===== config.mk =====
export PLATFORM = sky130hd
export DESIGN_NAME = shift_add_mul
export DESIGN_NICKNAME = d
export VERILOG_FILES = /design/src/rtl/mul_pkg.sv /design/src/rtl/bit_Adder.sv /design/src/rtl/shift_add_mul.sv
export SDC_FILE = /design/constraint.sdc
export NUM_CORES = 1
export LEC_CHECK = 0
export CAP_MARGIN = 40
export CORE_ASPECT_RATIO = 0.8
export CORE_MARGIN = 2
export CORE_UTILIZATION = 32
export DETAILED_ROUTE_END_ITERATION = 8
export HOLD_SLACK_MARGIN = 0.05
export PLACE_DENSITY = 0.54
export SYNTH_ARGS = -nofsm -noshare
export SYNTH_HDL_FRONTEND = slang
export SYNTH_SLANG_ARGS = --single-unit

===== constraint.sdc =====
create_clock -name clk -period 5.7 [get_ports clk]
set_clock_uncertainty 0.15 [all_clocks]
set_input_delay 1.71 -clock clk [delete_from_list [all_inputs] [get_ports clk]]
set_output_delay 1.71 -clock clk [all_outputs]
set_load 0.01 [all_outputs]

===== src/rtl/mul_pkg.sv =====
// Shared constants and state encoding for the sequential shift-and-add multiplier.
package mul_pkg;

    localparam int unsigned MulXlen = 64;
    localparam int unsigned CntW    = 6;

    typedef enum logic [1:0] {
        StIdle = 2'd0,
        StRun  = 2'd1,
        StDone = 2'd2
    } state_e;

endpackage


===== src/rtl/bit_Adder.sv =====
// Plain ripple-style W-bit adder with carry in/out; chained twice for the 128-bit accumulate.
module bit_Adder #(
    parameter int unsigned W = 64
) (
    input  logic [W-1:0] a,
    input  logic [W-1:0] b,
    input  logic         cin,
    output logic [W-1:0] sum,
    output logic         cout
);

    assign {cout, sum} = {1'b0, a} + {1'b0, b} + {{W{1'b0}}, cin};

endmodule


===== src/rtl/shift_add_mul.sv =====
// Unsigned XLEN x XLEN -> 2*XLEN multiplier, one multiplier bit per cycle.
// SHIFT_ADD_MUL_EARLY_EXIT_EN ends RUN once the remaining multiplier bits are all zero.
module shift_add_mul
    import mul_pkg::*;
#(
    parameter int unsigned XLEN = MulXlen
) (
    input  logic            clk,
    input  logic            rst_n,
    input  logic            start,
    input  logic [XLEN-1:0] a,
    input  logic [XLEN-1:0] b,
    output logic            busy,
    output logic            done,
    output logic [XLEN-1:0] product_lo,
    output logic [XLEN-1:0] product_hi
);

    state_e              state_q, state_d;
    logic [2*XLEN-1:0]   mcand_q, mcand_d;
    logic [XLEN-1:0]     mplr_q, mplr_d;
    logic [2*XLEN-1:0]   acc_q, acc_d;
    logic [CntW-1:0]     cnt_q, cnt_d;
    logic                busy_q, busy_d;
    logic                done_q, done_d;
    logic [XLEN-1:0]     prod_lo_q, prod_lo_d;
    logic [XLEN-1:0]     prod_hi_q, prod_hi_d;

    logic [2*XLEN-1:0]   sum;
    logic                carry_lo;
    logic                unused_carry;
    logic [XLEN-1:0]     mplr_shift;
    logic                run_exit;

    bit_Adder #(.W(XLEN)) u_add_lo (
        .a    (mcand_q[XLEN-1:0]),
        .b    (acc_q[XLEN-1:0]),
        .cin  (1'b0),
        .sum  (sum[XLEN-1:0]),
        .cout (carry_lo)
    );

    bit_Adder #(.W(XLEN)) u_add_hi (
        .a    (mcand_q[2*XLEN-1:XLEN]),
        .b    (acc_q[2*XLEN-1:XLEN]),
        .cin  (carry_lo),
        .sum  (sum[2*XLEN-1:XLEN]),
        .cout (unused_carry)
    );

    assign mplr_shift = mplr_q >> 1;

`ifdef SHIFT_ADD_MUL_EARLY_EXIT_EN
    assign run_exit = (cnt_q == {CntW{1'b1}}) || (mplr_shift == '0);
`else
    assign run_exit = (cnt_q == {CntW{1'b1}});
`endif

    always_comb begin
        state_d   = state_q;
        mcand_d   = mcand_q;
        mplr_d    = mplr_q;
        acc_d     = acc_q;
        cnt_d     = cnt_q;
        prod_lo_d = prod_lo_q;
        prod_hi_d = prod_hi_q;

        unique case (state_q)
            StIdle: begin
                if (start) begin
                    mcand_d = {{XLEN{1'b0}}, a};
                    mplr_d  = b;
                    acc_d   = '0;
                    cnt_d   = '0;
                    state_d = StRun;
                end
            end
            StRun: begin
                if (mplr_q[0]) begin
                    acc_d = sum;
                end
                mcand_d = mcand_q << 1;
                mplr_d  = mplr_shift;
                cnt_d   = cnt_q + CntW'(1);
                if (run_exit) begin
                    // Capture includes this cycle's partial product.
                    prod_lo_d = acc_d[XLEN-1:0];
                    prod_hi_d = acc_d[2*XLEN-1:XLEN];
                    state_d   = StDone;
                end
            end
            StDone: begin
                state_d = StIdle;
            end
            default: begin
                state_d = StIdle;
            end
        endcase

        busy_d = (state_d != StIdle);
        done_d = (state_d == StDone);
    end

    always_ff @(posedge clk) begin
        if (!rst_n) begin
            state_q   <= StIdle;
            mcand_q   <= '0;
            mplr_q    <= '0;
            acc_q     <= '0;
            cnt_q     <= '0;
            busy_q    <= 1'b0;
            done_q    <= 1'b0;
            prod_lo_q <= '0;
            prod_hi_q <= '0;
        end else begin
            state_q   <= state_d;
            mcand_q   <= mcand_d;
            mplr_q    <= mplr_d;
            acc_q     <= acc_d;
            cnt_q     <= cnt_d;
            busy_q    <= busy_d;
            done_q    <= done_d;
            prod_lo_q <= prod_lo_d;
            prod_hi_q <= prod_hi_d;
        end
    end

    assign busy       = busy_q;
    assign done       = done_q;
    assign product_lo = prod_lo_q;
    assign product_hi = prod_hi_q;

endmodule


==> flow_metrics.py, run 1 <==
metrics = {
    "critical_path": {
        "cp_max_fo": 4,
        "critPathLaunchType": "flip-flop",
        "r2r_setup_slack_ns": 0.06,
        "critPathRequiredTime_ns": 6.05,
        "endpoint_kind": "flip-flop",
        "crit_type": "flip-flop to flip-flop",
        "reg2reg_from": "mcand_q[13]$_SDFFE_PN0P_",
        "startpoint": "mcand_q[13]$_SDFFE_PN0P_",
        "crit_arrival_ns": 5.99,
    },
    "floorplanning": {
        "fp.coreArea_um2": 75700,
        "die_area_um2": 79000,
        "io_pins": 261,
        "die_h_um": 252,
        "start_util_pct": 32.5,
        "core.rowCount": 90,
        "die_x_um": 314,
    },
    "synthesis": {
        "synthTopCellsByArea": "dfxtp_1, a21oi_1, nor2_1",
        "ys_types": 84,
        "ys_seq_elements": 458,
        "synth-edff-count": 0,
        "syn-num-nets": 3303,
        "async_flop_share_pct": 0,
        "syn_area_um2": 24600,
        "yosys_warnings": 0,
        "netlist_instances": 3042,
        "synth_top_area_share_pct": 37.3,
        "syn_area_per_cell_um2": 8.08,
        "yosysMostFrequentCell": "dfxtp_1",
        "yosys.area.top_type": "dfxtp_1",
        "synth_seq_area_share_pct": 37.3,
        "synth_commonest_cells": "dfxtp_1, nor2_1, a21oi_1",
        "ys_dominant_reg_cell": "dfxtp_1",
    },
    "placement": {
        "pre_cts_ws_ns": -0.447,
        "io_buffers": 260,
        "dp_hpwl_um": 61500,
        "gp_congestion": 0.925,
        "placed_area_um2": 30100,
        "placed_cells": 4396,
    },
    "cells_and_area": {
        "drive_gt1_share_pct": 13.9,
        "final_cell_area_um2": 32200,
        "finalNetCount": 3704,
        "final_cell_count_no_fill": 4501,
        "syn_to_final_growth_pct": 31.1,
        "multiInputGateArea_um2": 14700,
        "fillers": 7665,
        "seq_area_um2": 9180,
    },
    "power": {
        "total_power_mw": 7.91,
        "power_density_nw_per_um2": 246,
        "p_leak_nw": 13.2,
        "peakVddDrop_uv": 209,
    },
    "timing": {
        "min_period_ns": 5.64,
        "rsz0062_at_grt": "true",
        "finalSetupViolations": 0,
        "hold_viol_final": 0,
        "fin_setup_tns_ns": 0,
        "fmax_mhz": 177,
        "finalCritPeriodShare_pct": 98.9,
        "slew_headroom_pct": 43.9,
        "finalMaxSlewViolations": 0,
        "worst_pin_slew_ns": 0.841,
        "worst_slack_ns": 0.0614,
    },
    "flow_run": {
        "drv_cap": 0,
    },
    "detailed_routing": {
        "drc": 0,
        "drt_wl_total_um": 86200,
        "wl_per_cell_um": 19.1,
        "drtIter0Drc": 1803,
        "drtAntennaViolNets": 0,
        "avgViaCountPerCell": 5.33,
        "vias": 24000,
        "firstDrtPassIters": 5,
    },
    "clock_network": {
        "htreeDepth": 2,
        "cts_tree": "done",
        "cts_hold_buf": 0,
        "cts_root_buf": "clkbuf_16",
        "clkSinkCount": 458,
        "clk_pin_slew_ns": 0.06,
        "cts_buffer_depth": 3,
        "numCtsBuffers": 52,
        "clk-insertion-delay-late_ns": 0.63,
    },
    "global_routing": {
        "grt_overflow": 0,
        "grt_first_pass_wirelength_um": 134000,
        "first_global_vias": 22800,
        "antenna_found_initial": 1,
        "grt_max_degree": 130,
        "grt_use_total_pct": 21.2,
    },
    "run_status": {
        "status": "complete, no violations",
    },
    "min_path": {
        "min_from": "product_hi[13]$_SDFFE_PN0P_",
        "hold_class": "flip-flop to flip-flop",
    },
}
==> flip-flops by register name (all words and copies together), names as in the netlist <==
| register | flops |
|---|---|
| done | 1 |
| acc_q | 128 |
| mcand_q | 128 |
| mplr_q | 64 |
| product_hi | 64 |
| cnt_q | 6 |
| product_lo | 64 |
| busy | 1 |
| state_q | 2 |
==> per-layer routing <==
metal	vias up	wire (µm)	global-route usage (%)
li1	12000	-	-
met5	-	0	0
met1	11300	42700	31.2
met4	0	2280	6.00
met2	632	36200	31.3
met3	119	5080	3.67
==> cells by family after synthesis <==
logic type,count (synthesis),share of synthesized area (%)
mux,65,2.67
xor+xnor,111,3.96
buf+inv,263,4.11
compound gates,1164,30.2
fa+ha+maj,130,6.71
flops,458,37.3
simple gates,851,15.0
==> critical path, cell delays in order (launching register included) <==
cell,delay [ns]
dfxtp_2,0.33
ha_4,0.24
buf_6,0.12
nand4_1,0.19
nor2b_4,0.07
a2111oi_4,0.41
a21oi_2,0.15
o21ai_1,0.17
or3b_4,0.40
a41o_1,0.22
o21ai_2,0.15
a21oi_2,0.10
fa_2,0.38
a211oi_2,0.26
o21ai_1,0.12
a31o_1,0.24
and3_4,0.19
nor4b_4,0.32
nor3_2,0.10
or4b_4,0.54
a41oi_2,0.26
xor2_2,0.12
a2111oi_2,0.30
==> worst paths after layout <==
kind,endpoint,cells after the start
setup / recovery,product_hi[59]$_SDFFE_PN0P_,22
hold / removal,product_hi[13]$_SDFFE_PN0P_,2
setup reg to reg,product_hi[59]$_SDFFE_PN0P_,22
hold reg to reg,product_hi[13]$_SDFFE_PN0P_,2
==> metrics by stage <==
| stage | util, % | hold slack (ns) |
|---|---|---|
| finish | 42.6 | 0.303 |
| global route | 42.6 | 0.318 |
| CTS | 42.4 | 0.304 |
| detailed placement | 39.8 | 0.296 |
| global placement | 39.7 | 0.293 |
| floorplan | - | 0.285 |
==> repair_timing <==
action | CTS | global route
setup buffers | 3 | 3
gates cloned | 0 | 0
gates resized for setup | 20 | 28
pin swaps | 21 | 31
setup endpoints to repair | 66 | 52
==> final cells by class <==
type	instances	share of cell area (%)
antenna	2	0.0155
clock buffer	70	4.50
clock inverter	28	1.23
inverter	38	0.458
multi-input combinational	2321	45.5
sequential	458	28.5
tap	1012	3.93
timing repair buffer	572	15.9
==> report_power, final <==
part,switching (mW),internal (mW)
Clock,1.47,2.16
Combinational,0.518,0.394
Sequential,0.0714,3.29
==> cells in the final DEF, fill, tap and decap left out, types with 26 or more instances in the layout <==
cell type | Yosys | layout
clkbuf_16 | 0 | 52
o21bai_1 | 36 | 36
nor3_1 | 38 | 35
a21oi_1 | 338 | 332
dfxtp_1 | 458 | 453
xnor2_1 | 65 | 64
o221ai_1 | 61 | 61
inv_1 | 37 | 34
o21ai_0 | 230 | 225
o22ai_1 | 67 | 66
a22o_1 | 40 | 40
ha_1 | 127 | 125
mux2i_1 | 60 | 60
nand2_1 | 218 | 215
nand3_1 | 30 | 29
nor2_1 | 433 | 426
a22oi_1 | 101 | 101
a21o_1 | 84 | 84
a31oi_1 | 26 | 26
buf_4 | 0 | 300
o21ai_1 | 27 | 29
clkdlybuf4s50_1 | 0 | 259
nand4_1 | 40 | 40
a211oi_1 | 37 | 35
xor2_1 | 46 | 43
No activity file was read; power rests on OpenSTA's default activity.
==> run 2, diff against run 1 <==
--- a/config.mk
+++ b/config.mk
@@ -12,6 +12,7 @@
 export DETAILED_ROUTE_END_ITERATION = 8
 export HOLD_SLACK_MARGIN = 0.05
 export PLACE_DENSITY = 0.54
+export REMOVE_ABC_BUFFERS = 1
 export SYNTH_ARGS = -nofsm -noshare
 export SYNTH_HDL_FRONTEND = slang
 export SYNTH_SLANG_ARGS = --single-unit
==> constraint.sdc (replaced) <==
create_clock -name clk -period 4.6 [get_ports clk]
set_clock_uncertainty 0.15 [all_clocks]
set_input_delay 1.38 -clock clk [delete_from_list [all_inputs] [get_ports clk]]
set_output_delay 1.38 -clock clk [all_outputs]
set_load 0.01 [all_outputs]
==> run 2 against run 1 <==
  * Core utilization up 1.8 points
  * Sequential power up 23%
  * Non-clock buffer count up 97
  * Combinational power up 30%
  * Setup slack worse by 1.1 ns
  * Critical path depth down 1
  * The flow now finishes with violations (negative setup slack)
  * Critical path type unchanged
  * Die area unchanged
  * Routed wire length up 1.1%
==> flow_metrics.py, run 2 (same netlist as run 1, synthesis figures left out) <==
metrics = {
    "critical_path": {
        "critPathRequiredTime_ns": 4.97,
        "crit_arrival_ns": 6.03,
        "r2r_end": "product_hi[59]$_SDFFE_PN0P_",
        "endpoint_kind": "flip-flop",
        "cp_max_fo": 2,
        "cp_slowest_cell": "or4b_4",
        "reg2regPathDepth": 21,
        "path_cells": "ha_4 > a21o_1 > a21o_1 > a2111oi_4 > a21oi_2 > o21ai_2 > or3b_4 > a41o_1 > o21ai_2 > a21oi_4 > fa_2 > a211oi_2 > o21ai_1 > a31o_1 > and3_4 > nor4b_4 > nor3_2 > or4b_4 > a41oi_2 > xor2_2 > a2111oi_2",
        "startpoint": "mcand_q[13]$_SDFFE_PN0P_",
        "critical-path-top-delay-family": "compound AO/OA/AOI/OAI gates",
        "critPathLaunchType": "flip-flop",
        "r2r_setup_slack_ns": -1.06,
        "cpPeakStageDelay_ns": 0.54,
        "reg2reg_from": "mcand_q[13]$_SDFFE_PN0P_",
        "path_depth": 21,
        "crit_type": "flip-flop to flip-flop",
        "endpoint": "product_hi[59]$_SDFFE_PN0P_",
        "worst-path-buf-inv": 0,
    },
    "floorplanning": {
        "fp.coreArea_um2": 75700,
        "core.rowCount": 90,
        "die_x_um": 314,
        "die_h_um": 252,
        "start_util_pct": 32.5,
        "die_area_um2": 79000,
        "io_pins": 261,
    },
    "timing": {
        "finalMaxSlewViolations": 0,
        "slew_headroom_pct": 41.7,
        "hold_viol_final": 0,
        "whs_ns": 0.296,
        "min_period_ns": 5.66,
        "fmax_mhz": 177,
        "fin_setup_tns_ns": -84.85,
        "finalSetupViolations": 116,
        "worst_pin_slew_ns": 0.874,
        "rsz0062_at_grt": "true",
        "worst_slack_ns": -1.06,
        "finalCritPeriodShare_pct": 123,
    },
    "global_routing": {
        "first_global_vias": 23200,
        "grt_use_total_pct": 21.3,
        "antenna_found_initial": 5,
        "grt_max_degree": 172,
        "grt_first_pass_wirelength_um": 135000,
        "grt_overflow": 0,
    },
    "detailed_routing": {
        "firstDrtPassIters": 5,
        "avgViaCountPerCell": 5.28,
        "drt_wl_total_um": 87100,
        "drc": 0,
        "wl_per_cell_um": 19.0,
        "drtIter0Drc": 2067,
        "drtAntennaViolNets": 0,
        "vias": 24200,
    },
    "clock_network": {
        "cts_buffer_depth": 3,
        "cts_hold_buf": 0,
        "htreeDepth": 2,
        "numCtsBuffers": 50,
        "clk-insertion-delay-late_ns": 0.63,
        "cts_tree": "done",
        "clk_pin_slew_ns": 0.06,
        "clkSinkCount": 458,
        "cts_root_buf": "clkbuf_16",
    },
    "cells_and_area": {
        "mostFrequentLayoutCells": "dfxtp_1, nor2_1, buf_4, a21oi_1, clkdlybuf4s50_1",
        "fin_util_pct": 44.4,
        "layout_commonest_cell": "dfxtp_1",
        "syn_to_final_growth_pct": 36.7,
        "drive_gt1_share_pct": 19.3,
        "reg.largest.list": "acc_q (128), mcand_q (128)",
        "finalNetCount": 3799,
        "final_cell_area_um2": 33600,
        "final_cell_count_no_fill": 4590,
    },
    "power": {
        "internal-power_mw": 7.00,
        "peakVddDrop_uv": 228,
        "power_density_nw_per_um2": 284,
        "combPwrFrac_pct": 12.4,
        "clkPwrFrac_pct": 44.1,
        "swShare_pct": 26.7,
        "total_power_mw": 9.54,
        "power.switching_mw": 2.55,
        "p_leak_nw": 13.8,
        "p_seq_share_pct": 43.5,
    },
    "placement": {
        "gp_congestion": 0.919,
        "placed_cells": 4466,
        "pre_cts_ws_ns": -1.59,
        "placed_area_um2": 30600,
        "dp_hpwl_um": 60500,
        "io_buffers": 260,
    },
    "flow_run": {
        "drv_cap": 0,
    },
    "min_path": {
        "hold_class": "flip-flop to flip-flop",
    },
    "run_status": {
        "status": "finished, violations left",
        "violations": "negative setup slack",
    },
}
[run 2: worst min-delay path by stage]
stage / slack (ns) / to / cells after the start / start
2_1_floorplan: 0.28 / acc_q[28]$_SDFFE_PN0P_ / 2 / acc_q[28]$_SDFFE_PN0P_
3_3_place_gp: 0.29 / product_lo[25]$_SDFFE_PN0P_ / 2 / product_lo[25]$_SDFFE_PN0P_
3_5_place_dp: 0.29 / product_hi[22]$_SDFFE_PN0P_ / 2 / product_hi[22]$_SDFFE_PN0P_
4_1_cts: 0.30 / product_lo[25]$_SDFFE_PN0P_ / 2 / product_lo[25]$_SDFFE_PN0P_
5_1_grt: 0.32 / product_hi[13]$_SDFFE_PN0P_ / 2 / product_hi[13]$_SDFFE_PN0P_
6_report: 0.30 / product_hi[22]$_SDFFE_PN0P_ / 2 / product_hi[22]$_SDFFE_PN0P_
[run 2: routing by layer]
metal | GRT usage (%) | vias to the layer above | wire [µm]
li1 | - | 12200 | -
met1 | 30.8 | 11300 | 42300
met5 | 0 | - | 41
met2 | 32.0 | 627 | 37000
met3 | 4.60 | 110 | 5970
met4 | 5.48 | 6 | 1790
[run 2: final cells by class]
cell class | instances | area, µm²
antenna | 1 | 2.50
clock buffer | 70 | 1470
clock inverter | 21 | 223
fill | 7595 | 42100
inverter | 38 | 148
multi-input combinational | 2321 | 15400
sequential | 458 | 9180
tap | 1012 | 1270
timing repair buffer | 669 | 5890
[run 2: worst min-delay path, stage by stage (launching register included)]
cell,delay [ns]
dfxtp_1,0.30
nand2_1,0.05
o21ai_1,0.05
[run 2: timing repair]
action | CTS | global route
resized for setup | 160 | 97
endpoints found under the setup margin | 125 | 124
pin swaps | 87 | 81
buffers inserted | 18 | 23
[run 2: power groups by stage]
stage	registers [mW]	logic, mW	clock network [mW]
after floorplan	4.25	0.546	0
after CTS	4.15	1.18	4.31
after global placement	4.24	1.17	0
final	4.15	1.19	4.21
after global routing	4.16	1.30	4.47
after detailed placement	4.24	1.17	0
==> run 3, diff against run 2 <==
--- a/config.mk
+++ b/config.mk
@@ -11,7 +11,7 @@
 export CORE_UTILIZATION = 32
 export DETAILED_ROUTE_END_ITERATION = 8
 export HOLD_SLACK_MARGIN = 0.05
-export PLACE_DENSITY = 0.54
+export PLACE_DENSITY = 0.52
 export REMOVE_ABC_BUFFERS = 1
 export SYNTH_ARGS = -nofsm -noshare
 export SYNTH_HDL_FRONTEND = slang
==> constraint.sdc (replaced) <==
create_clock -name clk -period 6 [get_ports clk]
set_clock_uncertainty 0.15 [all_clocks]
set_input_delay 1.2 -clock clk [delete_from_list [all_inputs] [get_ports clk]]
set_output_delay 1.2 -clock clk [all_outputs]
set_load 0.01 [all_outputs]
==> run 3 against run 2 <==
  * The run now ends clean
  * Sequential cell count stayed put
  * Clock-buffer cell count is 5 higher
  * Critical path depth is 2 higher
  * Non-clock buffer count is 208 lower
  * Total power is 24% lower
  * Combinational power is 31% lower
  * Critical path type unchanged
  * Critical endpoint unchanged
  * Largest power group unchanged
  * Highest routed layer unchanged
==> flow_metrics.py, run 3 (same netlist as run 1, synthesis figures left out) <==
metrics = {
    "detailed_routing": {
        "drtAntennaViolNets": 0,
        "drtIter0Drc": 1675,
        "drc": 0,
        "wl_per_cell_um": 20.1,
        "vias": 24100,
        "drt_wl_total_um": 88200,
        "avgViaCountPerCell": 5.49,
        "firstDrtPassIters": 5,
    },
    "placement": {
        "gp_congestion": 0.904,
        "dp_hpwl_um": 62100,
        "placed_cells": 4289,
        "io_buffers": 260,
    },
    "cells_and_area": {
        "drive_gt1_share_pct": 10.3,
        "seq_area_um2": 9170,
        "fin_util_pct": 41.1,
        "final_cell_count_no_fill": 4384,
        "finalNetCount": 3592,
        "reg.largest.list": "acc_q (128), mcand_q (128)",
        "multiInputGateArea_um2": 14600,
        "syn_to_final_growth_pct": 26.5,
        "mostFrequentLayoutCells": "dfxtp_1, nor2_1, a21oi_1, clkdlybuf4s50_1, o21ai_0",
        "layout_commonest_cell": "dfxtp_1",
        "fillers": 7600,
    },
    "floorplanning": {
        "die_h_um": 252,
        "core.rowCount": 90,
        "start_util_pct": 32.5,
        "fp.coreArea_um2": 75700,
        "die_x_um": 314,
        "io_pins": 261,
        "die_area_um2": 79000,
    },
    "power": {
        "p_leak_nw": 12.5,
        "power_density_nw_per_um2": 233,
        "peakVddDrop_uv": 173,
    },
    "timing": {
        "fin_setup_tns_ns": 0,
        "fmax_mhz": 174,
        "slew_headroom_pct": 38.2,
        "finalSetupViolations": 0,
        "worst_pin_slew_ns": 0.923,
        "finalMaxSlewViolations": 0,
        "min_period_ns": 5.75,
        "rsz0062_at_grt": "false",
        "hold_viol_final": 0,
        "finalCritPeriodShare_pct": 95.9,
    },
    "min_path": {
        "hold_class": "flip-flop to flip-flop",
        "min_from": "product_lo[50]$_SDFFE_PN0P_",
    },
    "global_routing": {
        "grt_overflow": 0,
        "grt_use_total_pct": 21.7,
        "antenna_found_initial": 6,
        "first_global_vias": 23600,
        "grt_max_degree": 91,
        "grt_first_pass_wirelength_um": 138000,
    },
    "run_status": {
        "status": "complete, no violations",
    },
    "clock_network": {
        "clk_pin_slew_ns": 0.06,
        "numCtsBuffers": 51,
        "clk-insertion-delay-late_ns": 0.63,
        "cts_hold_buf": 0,
        "htreeDepth": 2,
        "clkSinkCount": 458,
        "cts_tree": "done",
        "cts_buffer_depth": 3,
        "cts_root_buf": "clkbuf_16",
    },
    "critical_path": {
        "critPathLaunchType": "flip-flop",
        "cp_max_fo": 6,
        "endpoint_kind": "flip-flop",
        "path_cells": "ha_1 > buf_4 > nand4_1 > nor2b_1 > a2111oi_4 > a21oi_2 > o21ai_1 > or3b_4 > a41o_1 > o21ai_2 > a21oi_2 > fa_2 > a211oi_2 > buf_4 > o21ai_1 > a31o_1 > and3_4 > nor4b_4 > nor3_1 > or4b_1 > a41oi_2 > xor2_1 > a2111oi_2",
        "reg2reg_from": "mcand_q[13]$_SDFFE_PN0P_",
        "crit_arrival_ns": 6.12,
        "cpPeakStageDelay_ns": 0.54,
        "startpoint": "mcand_q[13]$_SDFFE_PN0P_",
        "critPathRequiredTime_ns": 6.37,
        "crit_type": "flip-flop to flip-flop",
        "cp_slowest_cell": "or4b_1",
    },
    "flow_run": {
        "drv_cap": 0,
    },
}
==> run 3: cell count changes in the layout (fill, tap and decap cells not counted), sizes merged <==
cell / before / now
buf: 409 / 202
clkinv: 15 / 13
clkinvlp: 2 / 0
clkbuf: 71 / 75
diode: 1 / 2
==> run 3: through the flow <==
| step | power [mW] | worst slack [ns] | hold slack, ns | instance area (µm²) |
|---|---|---|---|---|
| after CTS | 7.32 | 0.0234 | 0.312 | 31000 |
| after detailed placement | 4.09 | -0.161 | 0.298 | 29300 |
| after floorplan | 3.68 | -2.82 | 0.285 | 23700 |
| after global placement | 4.06 | -0.0923 | 0.297 | 29100 |
| after global routing | 7.52 | 0.00928 | 0.330 | 31100 |
| final | 7.23 | 0.247 | 0.308 | 31100 |
==> run 3: where the power goes <==
part | leakage [nW] | total [mW] | switching (mW) | internal, mW
Clock | 0.824 | 3.21 | 1.38 | 1.83
Sequential | 3.72 | 3.20 | 0.0713 | 3.13
Combinational | 7.95 | 0.824 | 0.485 | 0.339
Total | 12.5 | 7.23 | 1.93 | 5.30
==> run 3: worst paths after layout <==
kind                                 end  slack [ns]  cells after the start
max          product_hi[59]$_SDFFE_PN0P_        0.25                     23
min          product_lo[50]$_SDFFE_PN0P_        0.31                      2
max reg2reg  product_hi[59]$_SDFFE_PN0P_        0.25                     23
min reg2reg  product_lo[50]$_SDFFE_PN0P_        0.31                      2
==> run 3: worst max-delay path, delay by kind of cell (launching register included) <==
| family | cells | cell delay (ns) |
|---|---|---|
| adder cells (fa/ha/maj) | 2 | 0.70 |
| XOR/XNOR | 1 | 0.12 |
| flip-flops | 1 | 0.32 |
| AND/OR/NAND/NOR | 7 | 1.78 |
| AO/OA/AOI/OAI | 11 | 2.26 |
| buffers and inverters | 2 | 0.32 |
==> run 3: final cells by class <==
class	count	area share, %
multi-input combinational	2321	46.8
sequential	458	29.5
timing repair buffer	461	13.7
clock inverter	17	0.612
clock buffer	75	4.76
tap	1012	4.07
antenna	2	0.0161
inverter	38	0.475
==> run 3: per-layer routing <==
| layer | global-route usage [%] | vias up | part of all wire [%] |
|---|---|---|---|
| met1 | 30.7 | 11600 | 48 |
| met2 | 33.9 | 649 | 44 |
| met5 | 0 | - | 0.065 |
| met3 | 4.64 | 108 | 6.6 |
| met4 | 4.70 | 8 | 1.7 |
| li1 | - | 11700 | - |
==> run 3: what timing repair did <==
| action | in CTS | in global routing |
|---|---|---|
| resized for setup | 6 | 14 |
| buffers inserted | 0 | 1 |
| setup endpoints to repair | 10 | 31 |
| hold endpoints to repair | 0 | 0 |
| pin swaps | 0 | 4 |
